`config.mk`:
```
export PLATFORM = sky130hd
export DESIGN_NAME = mux_scan_ctrl
export DESIGN_NICKNAME = d
export VERILOG_FILES = /design/src/rtl/mux_scan_pkg.sv /design/src/rtl/mux_scan_dwell_counter.sv /design/src/rtl/mux_scan_ctrl.sv
export SDC_FILE = /design/constraint.sdc
export NUM_CORES = 1
export LEC_CHECK = 0
export CAP_MARGIN = 20
export CORE_ASPECT_RATIO = 1.4
export CORE_MARGIN = 10
export CORE_UTILIZATION = 35
export DETAILED_ROUTE_END_ITERATION = 6
export PLACE_DENSITY = 0.65
export SLEW_MARGIN = 20
export SYNTH_ARGS = -nofsm -noshare
export SYNTH_HDL_FRONTEND = slang
export SYNTH_SLANG_ARGS = --single-unit
export TNS_END_PERCENT = 50
```
`constraint.sdc`:
```
create_clock -name clk -period 3.6 [get_ports clk]
set_input_delay 1.08 -clock clk [delete_from_list [all_inputs] [get_ports clk]]
set_output_delay 1.08 -clock clk [all_outputs]
set_load 0.02 [all_outputs]
```
`src/rtl/mux_scan_pkg.sv`:
```
// Shared types and widths for the mux scan controller and its dwell counter.
package mux_scan_pkg;

  localparam int unsigned CNT_W  = 8;
  localparam int unsigned SEL_W  = 2;
  localparam int unsigned WORD_W = 1 << SEL_W;

  typedef enum logic [1:0] {
    IDLE = 2'd0,
    SCAN = 2'd1,
    DONE = 2'd2
  } state_t;

endpackage

```
`src/rtl/mux_scan_dwell_counter.sv`:
```
// Dwell counter: counts settle cycles per select value, flags the last one.
module dwell_counter
  import mux_scan_pkg::*;
#(
  parameter int unsigned DWELL = 2
) (
  input  logic clk,
  input  logic rst_n,
  input  logic clr,
  input  logic inc,
  output logic tc_c
);

  logic [CNT_W-1:0] cnt;

  always_ff @(posedge clk or negedge rst_n) begin
    if (!rst_n) begin
      cnt <= '0;
    end else if (clr) begin
      cnt <= '0;
    end else if (inc) begin
      cnt <= cnt + CNT_W'(1);
    end
  end

  // Decoded from the count register only, so no input reaches it combinationally.
  assign tc_c = (cnt == CNT_W'(DWELL - 1));

endmodule

```
`src/rtl/mux_scan_ctrl.sv`:
```
// Steps a 4:1 mux tree through every select, dwells on each, and captures Out into Word.
module mux_scan_ctrl
  import mux_scan_pkg::*;
#(
  parameter int unsigned DWELL = 2
) (
  input  logic              clk,
  input  logic              rst_n,
  input  logic              Start,
  input  logic              MuxOut,
  input  logic              Ready,
  output logic [SEL_W-1:0]  Sel,
  output logic [WORD_W-1:0] Word,
  output logic              Valid,
  output logic              Busy
);

  state_t state;
  logic   tc_c;
  logic   cnt_clr_c;
  logic   cnt_inc_c;

  // Counter sits at zero outside SCAN and restarts after every capture.
  assign cnt_clr_c = (state != SCAN) || tc_c;
  assign cnt_inc_c = (state == SCAN) && !tc_c;

  dwell_counter #(.DWELL(DWELL)) u_dwell (
    .clk   (clk),
    .rst_n (rst_n),
    .clr   (cnt_clr_c),
    .inc   (cnt_inc_c),
    .tc_c  (tc_c)
  );

  always_ff @(posedge clk or negedge rst_n) begin
    if (!rst_n) begin
      state <= IDLE;
      Sel   <= '0;
      Word  <= '0;
      Valid <= 1'b0;
      Busy  <= 1'b0;
    end else begin
      case (state)
        IDLE: begin
          if (Start) begin
            state <= SCAN;
            Sel   <= '0;
            Word  <= '0;
            Busy  <= 1'b1;
          end
        end
        SCAN: begin
          if (tc_c) begin
            Word[Sel] <= MuxOut;
            Sel       <= Sel + SEL_W'(1);
            // Last select captured: Sel wraps to 0 on its own.
            if (Sel == SEL_W'(WORD_W - 1)) begin
              state <= DONE;
              Valid <= 1'b1;
            end
          end
        end
        DONE: begin
          if (Ready) begin
            state <= IDLE;
            Valid <= 1'b0;
            Busy  <= 1'b0;
          end
        end
        default: begin
          state <= IDLE;
          Valid <= 1'b0;
          Busy  <= 1'b0;
        end
      endcase
    end
  end

endmodule

```
==> run_results.csv, run 1 <==
group,metric,value,unit
run_status,outcome,"finished clean",
critical_path,r2r_end,"u_dwell.cnt[4]",
final_layout,fin_area,1130,um^2
timing,slew_headroom,48.2,%
floorplan,die_y,81.8,um
global_routing,grt_usage,6.96,%
final_layout,area_growth,18.7,%
global_routing,grt-ovfl-total,0,
power,ir_drop,0.348,mV
routing,wl_per_cell,12.2,um
clocking,clock-sinks,18,
timing,fin_crit_sh,68.4,%
critical_path,r2r_slack,2.04,ns
final_layout,diodes,0,
final_layout,drive_above_1_share,10.6,%
global_routing,grt_start_max_net_pins,19,
synthesis,synth-edff-count,0,
clocking,cts_resized,0,
final_layout,nFillCells,251,
clocking,clock_latency,0.28,ns
routing,drt_iter0_drc,25,
placement,io_buffers,12,
critical_path,worst_ep_arrival_time,1.38,ns
floorplan,die_area,5250,um^2
clocking,cts_root_buf,"clkbuf_4",
final_layout,final_nets,116,
global_routing,first_global_vias,692,
critical_path,critPathTopFamily,"buffers and inverters",
clocking,post-cts-setup-buffers,0,
global_routing,grt_pass1_wl,2990,um
synthesis,synthMuxAreaShare,6.28,%
synthesis,syn_inst,91,
synthesis,synth_compound_area_share,9.03,%
placement,dpl-instance-area,1100,um^2
synthesis,yosysUniqueCellTypes,26,
synthesis,async_flop_share,100,%
synthesis,syn-cell-area,956,um^2
synthesis,synthAdderAreaFrac,7.85,%
timing,max_freq,406,MHz
placement,gp_congestion,0.817,
critical_path,crit_path_max_fanout,6,
synthesis,synthTopCellsByArea,"dfrtp_1 (47%), ha_1 (7.9%), mux2i_1 (6.3%)",
critical_path,worstPathCellList,"clkdlybuf4s50_1",
critical_path,crit_required,2.52,ns
synthesis,synth_xor_area_share,2.75,%
final_layout,final_core_util,43.4,%
critical_path,end_kind,"output port",
timing,worst_slew_pin_slew,0.775,ns
synthesis,synth_top_area_share,47.1,%
synthesis,synth_top_cell_by_area,"dfrtp_1",
clocking,clockBufferDepth,2,
min_path,hold_depth,2,
power,p_leak,0.529,nW
timing,fin_setup_tns,0,ns
timing,maxSlewViolCount,0,
min_path,whs_endpoint,"Valid",
synthesis,synth_top_family_by_area,"simple AND/OR/NAND/NOR gates",
synthesis,synth_common_cells,"dfrtp_1 (18), nand2_1 (11), inv_1 (8)",
timing,rsz0062_at_grt,"no",
floorplan,start_util,36.6,%
floorplan,die_w,64.2,um
routing,drcViolationCount,0,
critical_path,slowest_stage,"clkdlybuf4s50_1",
clocking,cts_tree,"yes",
timing,fin_skew,0.00389,ns
clocking,hold_buffers,0,
routing,avgViaCountPerCell,4.87,
synthesis,yosys_most_used_dff,"dfrtp_1",
floorplan,core_region_area,2620,um^2
critical_path,rr_worst_depth,5,
floorplan,fp-row-count,22,
power,finalPower,807,uW
routing,ant_nets,0,
synthesis,ys_seq_elements,18,
timing,hold_viol,0,
routing,num_vias,682,
critical_path,cp-start-kind,"register",
min_path,min_path_type,"reg2reg",
timing,final.setup.worst_slack,1.14,ns
job,drv_cap,0,
routing,dr.pass1.iters,4,
timing,setup_viol,0,
synthesis,synth_most_common_cell,"dfrtp_1",
clocking,htreeDepth,1,
routing,detail_route.wirelength,1710,um
synthesis,synthesis.nets,102,
min_path,hold_start,"Valid",
critical_path,r2r-start,"u_dwell.cnt[1]",
timing,period_needed,2.46,ns
critical_path,critPathBufInv,1,
synthesis,avgSynthCellArea,10.5,um^2
synthesis,synthSimpleGateAreaFrac,21.5,%
critical_path,cpPeakStageDelay,0.65,ns
clocking,clk_pin_slew,0.10,ns
power,powerDensity,711,nW/um^2
critical_path,critPathKind,"reg2out",
clocking,cts_made_buffers,3,
floorplan,ios,13,
synthesis,yosys_warnings,0,
synthesis,synth-seq-area-share,47.1,%
global_routing,antenna_found_initial,0,
placement,place_ws,1.20,ns
placement,place_hpwl,1340,um
-- layout by cell type (no fill, tap or decap) --
cell type / instances
or3_1: 3
o22ai_1: 1
xnor2_1: 1
mux2i_1: 6
ha_1: 6
o31ai_1: 1
nor2_1: 5
dfrtp_1: 18
clkdlybuf4s50_1: 12
or4_4: 1
inv_1: 8
nor3b_2: 1
nor4_4: 1
clkbuf_4: 3
nand3_1: 4
nand2_1: 11
a2bb2oi_1: 1
clkbuf_8: 1
xor2_1: 2
o21ai_4: 1
o21ai_0: 4
o31ai_2: 1
a21oi_1: 3
nor2b_1: 1
or3b_2: 2
nand4_1: 6
-- how the worst max path moves through the flow --
stage | from | to | slack (ns) | depth (start not counted)
2_1_floorplan | Start | Sel[0] | 1.68 | 4
3_3_place_gp | Start | Sel[0] | 1.21 | 4
3_5_place_dp | Start | Sel[0] | 1.20 | 4
4_1_cts | Sel[0] | Sel[0] | 1.11 | 1
5_1_grt | Sel[0] | Sel[0] | 1.07 | 1
6_report | Sel[0] | Sel[0] | 1.14 | 1
-- cell type report --
class                           instances  area [um^2]  area share, %
Sequential cell                        18          450           39.7
Multi-Input combinational cell         62          453           39.9
Inverter                                8         30.0           2.65
Clock buffer                            4         36.3           3.20
Timing Repair Buffer                   12          120           10.6
Tap cell                               36         45.0           3.97
-- flip-flops by register name, indices dropped and copies added (netlist names) --
name         flops
u_dwell.cnt      8
Valid            1
Sel              2
state            2
Busy             1
Word             4
-- layer usage --
layer  global-route usage, %  share of wire, %  vias up
li1                        -                 -      342
met1                    7.79                47      328
met2                    12.0                49       10
met5                       0                 0        -
met3                    2.45               4.2        2
met4                    2.58              0.23        0
-- kinds of logic after synthesis --
group,Yosys count
compound gates,12
mux,6
simple gates,35
xor+xnor,3
fa+ha+maj,6
buf+inv,11
flops,18
-- metrics by stage --
stage	hold WS [ns]	cells
5_1_grt	0.541	140
2_1_floorplan	0.458	91
6_report	0.491	140
3_3_place_gp	0.468	136
4_1_cts	0.498	140
3_5_place_dp	0.473	136
-- power by group --
group	internal, mW	switching, mW	total, mW
registers	0.263	0.0562	0.320
clock network	0.0615	0.0591	0.121
logic	0.166	0.201	0.367
total	0.491	0.317	0.807
No activity file was read; power rests on OpenSTA's default activity.
==> run 2, diff against run 1 <==
- clock period: 3.6 -> 2.27 ns (I/O delays scaled with it)
==> run 2 against run 1 <==
Via count rose by 0.59%. Non-clock buffer count grew 1. Register-to-register slack worse by 1.3 ns. Combinational power is 59% higher. Worst hold slack better by 0.0046 ns. Total power increased by 59%. Highest routed layer is now met3.
==> run_results.csv, run 2 (synthesis results as in run 1) <==
group,metric,value,unit
timing,period_needed,2.05,ns
placement,gp_congestion,0.818,
power,powerDensity,1120,nW/um^2
final_layout,stdcell_count,141,
placement,place_hpwl,1380,um
timing,hold_viol,0,
critical_path,crit_required,1.59,ns
critical_path,cp-start-kind,"register",
clocking,clock_latency,0.28,ns
power,combPwrFrac,45.5,%
floorplan,die_w,64.2,um
critical_path,r2r_slack,0.70,ns
clocking,clock-sinks,18,
global_routing,grt_pass1_wl,3020,um
final_layout,largest_reg_flops,8,
critical_path,rr_worst_depth,5,
power,sw_frac_of_total,39.2,%
clocking,clockBufferDepth,2,
power,p_leak,0.534,nW
final_layout,final_core_util,43.7,%
routing,drt_iter0_drc,27,
final_layout,reg_top3,"u_dwell.cnt (8), Word (4)",
routing,ant_nets,0,
timing,setup_viol,0,
global_routing,grt-ovfl-total,0,
run_status,outcome,"finished clean",
timing,fin_crit_sh,90.5,%
clocking,cts_made_buffers,3,
power,clkPwrFrac,15.0,%
timing,slew_headroom,57.8,%
power,ir_drop,0.601,mV
critical_path,worst_ep_arrival_time,1.37,ns
final_layout,layout_commonest_cell,"dfrtp_1",
final_layout,diodes,0,
timing,maxSlewViolCount,0,
global_routing,first_global_vias,682,
critical_path,slowest_stage,"clkdlybuf4s50_1",
min_path,min_path_type,"reg2reg",
final_layout,final_nets,117,
critical_path,cpPeakStageDelay,0.64,ns
routing,detail_route.wirelength,1760,um
timing,whs,0.496,ns
clocking,clk_pin_slew,0.10,ns
power,p_sw,503,uW
timing,max_freq,487,MHz
routing,num_vias,686,
global_routing,grt_usage,7.04,%
clocking,post-cts-setup-buffers,0,
critical_path,worstPathCellList,"clkdlybuf4s50_1",
min_path,hold_depth,2,
timing,worst_slew_pin_slew,0.631,ns
critical_path,end_kind,"output port",
job,drv_cap,0,
routing,avgViaCountPerCell,4.87,
placement,dp.cells,137,
floorplan,ios,13,
timing,final.setup.worst_slack,0.215,ns
critical_path,crit_path_max_fanout,6,
placement,dpl-instance-area,1110,um^2
floorplan,core_region_area,2620,um^2
power,p_seq_share,39.5,%
critical_path,critPathBufInv,1,
critical_path,path_depth,1,
clocking,cts_resized,0,
final_layout,nFillCells,261,
floorplan,die_y,81.8,um
final_layout,layout_common_cells,"dfrtp_1 (18), clkdlybuf4s50_1 (12), nand2_1 (11)",
final_layout,drive_above_1_share,11.4,%
final_layout,fin_area,1140,um^2
timing,fin_setup_tns,0,ns
critical_path,critPathKind,"reg2out",
timing,fin_skew,0.000644,ns
clocking,htreeDepth,1,
power,p_int,780,uW
routing,drcViolationCount,0,
placement,place_ws,0.263,ns
global_routing,antenna_found_initial,0,
critical_path,critPathTopFamily,"buffers and inverters",
routing,wl_per_cell,12.5,um
routing,dr.pass1.iters,4,
power,finalPower,1.28,mW
clocking,cts_tree,"yes",
floorplan,fp-row-count,22,
clocking,cts_root_buf,"clkbuf_4",
clocking,hold_buffers,0,
global_routing,grt_start_max_net_pins,19,
final_layout,area_growth,19.5,%
timing,rsz0062_at_grt,"no",
final_layout,regMostFlops,"u_dwell.cnt",
floorplan,start_util,36.6,%
floorplan,die_area,5250,um^2
placement,io_buffers,12,
run 2: cell types whose count changed in the layout (fill, tap and decap cells not counted), sizes merged:
cell,before,now
buf,0,1
run 2: power groups by stage:
stage	sequential, mW	clock [mW]	combinational (mW)
2_1_floorplan	0.560	0	0.323
3_3_place_gp	0.510	0	0.580
3_5_place_dp	0.516	0	0.595
4_1_cts	0.508	0.200	0.598
5_1_grt	0.525	0.226	0.653
6_report	0.507	0.192	0.583
run 2: worst paths after layout:
path                                start             end
min in group asynchronous           rst_n            Busy
max reg2reg                u_dwell.cnt[1]  u_dwell.cnt[4]
max in group asynchronous           rst_n  u_dwell.cnt[0]
min reg2reg                         Valid           Valid
min                                 Valid           Valid
max                                Sel[0]          Sel[0]
run 2: per-layer routing:
metal  vias up  share of wire, %  track usage [%]
met5         -                 0                0
met4         0                 0             3.22
met3         0               4.0             2.04
met2        12                51             12.1
met1       331                45             7.96
li1        343                 -                -
run 2: cell type report:
class	instances	area [um^2]	share of cell area, %
Sequential cell	18	450	39.4
Multi-Input combinational cell	62	453	39.6
Tap cell	36	45.0	3.94
Timing Repair Buffer	13	128	11.2
Inverter	8	30.0	2.63
Clock buffer	4	36.3	3.18
==> patch, RTL diff (config.mk and constraints of run 1) <==
`CNT_W`: 8 -> 9.
--- a/src/rtl/mux_scan_pkg.sv
+++ b/src/rtl/mux_scan_pkg.sv
@@ -3,3 +3,3 @@
 
-  localparam int unsigned CNT_W  = 8;
+  localparam int unsigned CNT_W  = 9;
   localparam int unsigned SEL_W  = 2;
Check against the original RTL: no difference found for any inputs over 10 cycles, from zero or initial values and one cycle with rst_n low; that may be too few to reach the edited logic, so the function may still have changed.
==> patch against run 1 <==
  * Synthesized area increased by 7.3%
  * Wire length increased by 24%
  * Sequential power is 10% higher
  * Clock skew decreased by 0.0012 ns
  * Sequential cell count grew 1
  * Total power is 19% higher
  * Count of clock-buffer cells in the layout stayed put
  * Worst setup slack gained 0.058 ns
  * Final area grew 8.4%
  * Critical endpoint unchanged
  * Highest routed layer unchanged
==> patch: results <==
global_route:
  globalRouteTotalUtil_pct: 8.43
  grt_antenna_before_repair: 0
  grt_max_degree: 20
  first_global_vias: 819
  grt_first_pass_wirelength_mm: 3.74
worst_setup_path:
  reg2reg_to: "u_dwell.cnt[4]"
  path_delay_family: "buffers and inverters"
  reg2reg_setup_slack_ns: 1.89
  crit_arrival_ns: 1.32
  worst_r2r_path_depth: 5
  timing.critical_path.slowest_stage_cell: "sky130_fd_sc_hd__clkdlybuf4s50_1"
  worst-path-max-fanout: 6
  r2r_path_start: "u_dwell.cnt[1]"
logic_synthesis:
  synth.lib_cells_used.distinct: 31
  synth_fp_nets: 110
  synth_area_leaders: "sky130_fd_sc_hd__dfrtp_1 46%, sky130_fd_sc_hd__ha_1 7.3%, sky130_fd_sc_hd__mux2i_1 4.9%"
  seq_area_frac_synth_pct: 46.3
  synth.mux.area_fraction_pct: 4.88
  synth_compound_area_share_pct: 13.9
  asyncSetResetFlopFracSynth_pct: 100
  netlist.area_leader.share_pct: 46.3
  synth_xor_area_share_pct: 2.56
  synth.cells.most_frequent: "19 x sky130_fd_sc_hd__dfrtp_1, 10 x sky130_fd_sc_hd__nand2_1, 7 x sky130_fd_sc_hd__inv_1"
  synthAdderAreaFrac_pct: 7.32
  syn-mean-instance-area_um2: 10.4
layout:
  n_fill_cell: 284
  final_cells: 150
  layout.nets: 125
  fin_area_um2: 1230
  largest_registers: "u_dwell.cnt (9), Word (4)"
  drive_gt1_share_pct: 9.73
power_and_ir_drop:
  vdd.ir_drop.worst_v: 0.000302
  power_density_nw_per_um2: 779
  power_frac_clock_pct: 15.7
  power_leakage_nw: 0.536
  relative_contribution_of_combinational_cells_to_total_power_pct: 47.6
  power.net_switching_w: 0.000391
drt:
  wl_met1_um: 841
  met2WireLength_mm: 1.14
  detailedRoute.firstIterationViolations: 28
  detailroute.wirelength.met3_um: 77
  wire_per_inst_um: 14.1
  vias_after_detailed_routing: 779
  detailedRoute.firstPassIterationCount: 4
min_path:
  whs_path_depth: 2
  holdCritPathClass: "reg -> reg"
cts:
  clk_latency_ns: 0.26
  clkTransAtPathRegs_ns: 0.07
  cts_root_buffer: "sky130_fd_sc_hd__clkbuf_8"
placement:
  globalplace.congestion: 0.761
  postPlaceCellArea_um2: 1180
  detailedPlace.worstSlack_ns: 0.966
  dpl.hpwl_mm: 1.62
status:
  run_status: "complete, no violations"
sta:
  hold_slack_ns: 0.493
  timing_worst_slew_pin_value_ns: 0.862
  timing.clock.skew_ns: 0.00272
[patch: area by class of cell]
class / count / area share [%]
timing repair buffer: 12 / 9.77
multi-input combinational: 71 / 42.0
sequential: 19 / 38.7
tap: 37 / 3.76
inverter: 7 / 2.14
clock buffer: 4 / 3.66
[patch: per-layer routing]
| layer | global-route usage [%] | up-vias |
|---|---|---|
| met4 | 5.86 | 0 |
| met2 | 14.3 | 14 |
| met5 | 0 | - |
| met3 | 1.61 | 4 |
| li1 | - | 379 |
| met1 | 8.86 | 382 |
[patch: how the worst max path moves through the flow]
stage	slack, ns	from	to	depth (start not counted)
6_report	1.20	Sel[0]	Sel[0]	1
5_1_grt	1.12	Sel[1]	Sel[1]	1
4_1_cts	1.17	Sel[0]	Sel[0]	1
3_5_place_dp	0.97	Start	Word[3]	4
3_3_place_gp	1.03	Start	Word[3]	4
2_1_floorplan	1.53	Start	Word[3]	4
